### src/rtl/fir_lms_pkg.sv
// fir_lms_pkg: shared FSM state encoding and width helper for the LMS adaptive FIR
package fir_lms_pkg;
  typedef enum logic [1:0] {IDLE = 2'd0, FILT = 2'd1, ERR = 2'd2, UPD = 2'd3} state_t;
  function automatic int clog2(input int n);
    int r;
    r = 0;
    for (int i = 0; i < 31; i++) if ((1 << i) < n) r = i + 1;
    return r;
  endfunction
endpackage

### src/rtl/lms_mac.sv
// lms_mac: signed W1xW1 multiply, sign-extended to WA bits, optionally added to acc
module lms_mac #(
  parameter int W1 = 8,
  parameter int WA = 18
) (
  input  logic [W1-1:0] a,
  input  logic [W1-1:0] b,
  input  logic [WA-1:0] acc,
  input  logic          acc_en,
  output logic [WA-1:0] sum
);
  logic signed [2*W1-1:0] prod;
  assign prod = $signed(a) * $signed(b);
  assign sum = (acc_en ? acc : '0) + WA'(prod);
endmodule

### src/rtl/fir_lms_pipe.sv
// fir_lms_pipe: time-multiplexed L-tap LMS adaptive FIR; define FIR_LMS_SAT_EN to saturate coefficient updates instead of wrapping
module fir_lms_pipe import fir_lms_pkg::*; #(
  parameter int W1 = 8,
  parameter int L = 4,
  parameter int MU_SHIFT = 1
) (
  input  logic                clk,
  input  logic                reset,
  input  logic [W1-1:0]       x_in,
  input  logic [W1-1:0]       d_in,
  input  logic                in_valid,
  output logic                in_ready,
  input  logic                adapt_en,
  input  logic                coef_clr,
  input  logic [clog2(L)-1:0] coef_sel,
  output logic [W1-1:0]       coef_out,
  output logic [2*W1-1:0]     y_out,
  output logic [2*W1-1:0]     e_out,
  output logic                out_valid
);
  localparam int W2 = 2 * W1;
  localparam int KW = clog2(L);
  localparam int WA = W2 + KW;
  state_t state;
  logic [KW-1:0] k;
  logic [W1-1:0] x [L];
  logic [W1-1:0] f [L];
  logic [W1-1:0] d, emu, delta, f_new;
  logic adapt, accept, last, unused_bits;
  logic [WA-1:0] acc, mac_sum;
  logic [W2-1:0] upd_sum, y, ys, e;
  assign in_ready = state == IDLE;
  assign accept = in_valid & in_ready;
  assign last = k == KW'(L - 1);
  assign coef_out = f[coef_sel];
  assign y = acc[W2-1:0];
  assign ys = $signed(y) >>> (W1 - 1);
  assign e = {{W1{d[W1-1]}}, d} - ys;
  assign delta = upd_sum[W2-1:W1];
  assign unused_bits = ^upd_sum[W1-1:0];
  lms_mac #(.W1(W1), .WA(WA)) u_filt (.a(x[k]), .b(f[k]), .acc(acc), .acc_en(1'b1), .sum(mac_sum));
  lms_mac #(.W1(W1), .WA(W2)) u_upd (.a(emu), .b(x[k]), .acc('0), .acc_en(1'b0), .sum(upd_sum));
`ifdef FIR_LMS_SAT_EN
  logic [W1:0] f_sum;
  assign f_sum = {f[k][W1-1], f[k]} + {delta[W1-1], delta};
  assign f_new = f_sum[W1] == f_sum[W1-1] ? f_sum[W1-1:0] : {f_sum[W1], {(W1-1){~f_sum[W1]}}};
`else
  assign f_new = f[k] + delta;
`endif
  // sequencer: walks taps through FILT and UPD, pulses out_valid after ERR
  always_ff @(posedge clk) begin
    if (reset) begin
      state <= IDLE;
      k <= '0;
      out_valid <= 1'b0;
    end else begin
      out_valid <= state == ERR;
      k <= (state == FILT || state == UPD) && !last ? k + KW'(1) : '0;
      case (state)
        IDLE: state <= accept ? FILT : IDLE;
        FILT: state <= last ? ERR : FILT;
        ERR: state <= adapt ? UPD : IDLE;
        default: state <= last ? IDLE : UPD;
      endcase
    end
  end
  // sample path: delay line, accumulation, error and scaled error registers
  always_ff @(posedge clk) begin
    if (reset) begin
      for (int i = 0; i < L; i++) x[i] <= '0;
      d <= '0;
      adapt <= 1'b0;
      acc <= '0;
      emu <= '0;
      y_out <= '0;
      e_out <= '0;
    end else begin
      if (accept) begin
        x[0] <= x_in;
        for (int i = 1; i < L; i++) x[i] <= x[i-1];
        d <= d_in;
        adapt <= adapt_en;
        acc <= '0;
      end
      if (state == FILT) acc <= mac_sum;
      if (state == ERR) begin
        y_out <= y;
        e_out <= e;
        emu <= W1'($signed(e) >>> MU_SHIFT);
      end
    end
  end
  // coefficient bank: clear only while idle, otherwise one tap per UPD cycle
  always_ff @(posedge clk) begin
    if (reset || (in_ready && coef_clr)) for (int i = 0; i < L; i++) f[i] <= '0;
    else if (state == UPD) f[k] <= f_new;
  end
endmodule

### config.mk
export PLATFORM = sky130hd
export DESIGN_NAME = fir_lms_pipe
export DESIGN_NICKNAME = d
export VERILOG_FILES = /design/src/rtl/fir_lms_pkg.sv /design/src/rtl/lms_mac.sv /design/src/rtl/fir_lms_pipe.sv
export SDC_FILE = /design/constraint.sdc
export NUM_CORES = 1
export LEC_CHECK = 0
export BUFFER_PORTS_ARGS = -buffer_cell sky130_fd_sc_hd__buf_2
export CORE_UTILIZATION = 68
export DETAILED_ROUTE_END_ITERATION = 8
export PLACE_DENSITY_LB_ADDON = 0.2
export SETUP_SLACK_MARGIN = 0.05
export SLEW_MARGIN = 30
export SYNTH_ARGS = -nofsm -noshare
export SYNTH_HDL_FRONTEND = slang
export SYNTH_SLANG_ARGS = --single-unit
### constraint.sdc
create_clock -name clk -period 11.3 [get_ports clk]
set_input_delay 0.565 -clock clk [delete_from_list [all_inputs] [get_ports clk]]
set_output_delay 0.565 -clock clk [all_outputs]
set_load 0.03 [all_outputs]
==> flow_metrics.tcl <==
set metrics [dict create \
    final_core_util_pct 77.6 \
    avgSynthCellArea_um2 9.80 \
    crit_arrival_ps 7520 \
    syn_inst 1111 \
    route.final.wire_length_mm 23.8 \
    routed-wl-met2_mm 12.1 \
    synth_ff_type "edfxtp_1" \
    nNetsFinal 1378 \
    async_reset_ff_share_pct 0 \
    dp.cells 1348 \
    hold_class "primary input to register" \
    slew_headroom_pct 38.8 \
    wl_met1_mm 9.69 \
    yosysTopAreaCell "fa_1" \
    core-area_mm2 0.0154 \
    finClkSkew_ps 13.1 \
    synth_edf_count 64 \
    finalPower_w 0.00181 \
    synth-seq-cells 120 \
    rows 45 \
    synthTopCellsByArea "fa_1 20%, edfxtp_1 18%, dfxtp_1 10%" \
    via_count 7940 \
    hpwl_mm 17.1 \
    status "finished, final reports clean" \
    cp_max_fo 25 \
    yosysTopAreaCellShare_pct 20.4 \
    first_iter_violations 488 \
    post-place-ws_ps 4160 \
    critPathLaunchType "register" \
    clock_latency_ps 430 \
    vias_per_cell 5.75 \
    drv_slew 0 \
    crit_top_cell "inv_1" \
    place_congestion 0.876 \
    synthDistinctLibCells 57 \
    cts_buffer_depth 2 \
    critPathMaxStageDelay_ps 530 \
    clock_sinks 120 \
    top_layer_used "met4" \
    grt_overflow 0 \
    finalHoldViolCount 0 \
    fin_crit_ps 7200 \
    maxCapViolations 0 \
    worstSetupEndpointType "register" \
    cts_root_buffer "clkbuf_16" \
    cts_inserted_buffers 17 \
    io_pins 65 \
    cts-hold-fix-buffers 0 \
    synth-seq-area-share_pct 27.9 \
    track_usage_pct 31.9 \
    wl_met3_mm 1.51 \
    post-cts-setup-buffers 0 \
    tightest_slew_ps 916 \
    routedWlPerCell_um 17.3 \
    path_class "register to register" \
    start_util_pct 70.6 \
    dr.pass1.iters 6 \
    dieArea_mm2 0.0165 \
    fin_cells 1380 \
    synth_warnings 0 \
    crit_slowest_cell "fa_1" \
    grt_pass1_wl_mm 39.9 \
    clk_pin_slew_ps 60 \
    timing.final.ws_setup_ps 4100 \
    drc 0 \
    fp.dieW_um 129 \
    antenna_found_initial 0 \
    num_antenna_cells 0 \
    tritoncts "yes" \
    netlist_area_mm2 0.0109 \
    p_per_area_mw_per_mm2 151 \
    tns_ps 0 \
    final-setup-viol-count 0 \
    syn-num-nets 1333 \
    fmax_ghz 0.139 \
    grt_pass1_vias 8154 \
    worstPathRequired_ps 11620 \
    syn2layout_area_growth_pct 9.86 \
    htree_levels 4 \
    ctsResizeCount 0 \
    die_h_um 129 \
    grt_max_degree 52 \
    drive_above_1_share_pct 11.7 \
    max-vdd-ir-drop_mv 0.173 \
    nFillCells 1042 \
    antenna_left 0 \
    leakage_nw 5.60 \
    period_share_pct 63.7 \
    portBuffers 64 \
    rsz0062_at_grt "false" \
]
==> layer usage <==
| layer | vias to the layer above | global-route usage [%] |
|---|---|---|
| met5 | - | 0 |
| met2 | 301 | 54.8 |
| li1 | 3682 | - |
| met4 | 0 | 11.0 |
| met1 | 3907 | 41.1 |
| met3 | 50 | 5.53 |
==> through the flow <==
| stage | hold slack [ps] | instance area, µm² |
|---|---|---|
| 2_1_floorplan | 449 | 10900 |
| 3_3_place_gp | 440 | 11300 |
| 3_5_place_dp | 444 | 11300 |
| 4_1_cts | 320 | 12000 |
| 5_1_grt | 340 | 12000 |
| 6_report | 336 | 12000 |
==> critical path, delay by kind of cell (launching register included) <==
family	cells	cell delay, ps
adders and majority gates	6	2640
AOI/OAI and AO/OA	11	2220
buffers and inverters	6	830
muxes	1	380
xor gates and xnor gates	3	380
and+or+nand+nor	2	320
DFF	1	310
==> layout by cell type, fill, tap and decap left out, types with 4 or more instances in the layout <==
| cell type | count |
|---|---|
| a211oi_1 | 5 |
| nor3_1 | 6 |
| a22oi_1 | 7 |
| ha_1 | 88 |
| nor2_1 | 83 |
| nor2b_1 | 14 |
| buf_4 | 6 |
| fa_1 | 111 |
| buf_2 | 64 |
| xnor2_1 | 38 |
| and2_1 | 106 |
| mux2i_1 | 4 |
| o21ai_0 | 24 |
| nand2_1 | 96 |
| clkbuf_16 | 17 |
| a21oi_1 | 51 |
| o21a_1 | 11 |
| edfxtp_1 | 64 |
| a21o_1 | 13 |
| inv_6 | 5 |
| inv_1 | 184 |
| a22o_1 | 13 |
| xor2_1 | 14 |
| inv_8 | 4 |
| a31oi_1 | 4 |
| nand2b_1 | 9 |
| mux4_2 | 20 |
| dfxtp_1 | 56 |
==> final cells by class <==
| type | count | area, µm² | area share, % |
|---|---|---|---|
| Multi-Input combinational cell | 763 | 6970 | 58.3 |
| Sequential cell | 120 | 3040 | 25.4 |
| Inverter | 184 | 691 | 5.77 |
| Clock buffer | 17 | 425 | 3.56 |
| Timing Repair Buffer | 70 | 365 | 3.05 |
| Tap cell | 211 | 264 | 2.21 |
| Clock inverter | 15 | 204 | 1.70 |
==> Yosys cell counts, types with 2 or more instances <==
library cell	n
inv_1	184
fa_1	111
and2_1	106
nand2_1	96
ha_1	88
nor2_1	84
edfxtp_1	64
dfxtp_1	56
a21oi_1	51
xnor2_1	38
clkbuf_1	29
o21ai_0	24
mux4_2	20
nor2b_1	15
xor2_1	14
a21o_1	13
a22o_1	13
o21a_1	11
nand2b_1	10
a22oi_1	7
buf_4	7
nor3_1	6
a211oi_1	5
buf_1	5
a31oi_1	4
mux2i_1	4
a32oi_1	3
nand3_1	3
nand3b_1	3
or2_2	3
or3_1	3
and3_1	2
buf_2	2
mux2_2	2
o21ai_1	2
o21bai_1	2
==> cells by family (layout without fill, tap and decap cells) <==
logic type	count (synthesis)	in the layout	synth area share (%)
XOR/XNOR	52	52	4.18
buffers and inverters	228	286	8.19
adder cells (fa/ha/maj)	199	199	30.5
multiplexers	28	28	5.09
AND/OR/NAND/NOR	337	337	15.3
AO/OA/AOI/OAI	147	147	8.82
flip-flops	120	120	27.9
==> registers in the layout, summed over array words and instances (netlist names) <==
register   flops
adapt          1
d              8
e_out         10
k              2
out_valid      1
x             32
y_out         16
acc           16
state          2
f             32
==> power by group <==
| part | internal [W] | switching [W] | total (W) |
|---|---|---|---|
| Clock | 0.000357 | 0.000229 | 0.000586 |
| Combinational | 0.000298 | 0.000398 | 0.000696 |
| Sequential | 0.000493 | 0.0000326 | 0.000525 |
| Total | 0.00115 | 0.000659 | 0.00181 |
==> final timing paths <==
kind,start,end,slack [ps],depth (start not counted)
worst max-delay path,k[0]$_SDFF_PP0_,acc[15]$_SDFFE_PP0P_,4100,29
worst min-delay path,d_in[0],d[0]$_SDFFE_PP0P_,340,3
worst max register to register,k[0]$_SDFF_PP0_,acc[15]$_SDFFE_PP0P_,4100,29
worst min register to register,y_out[13]$_SDFFE_PP0P_,y_out[13]$_SDFFE_PP0P_,450,2
No activity file was read; power rests on OpenSTA's default activity.
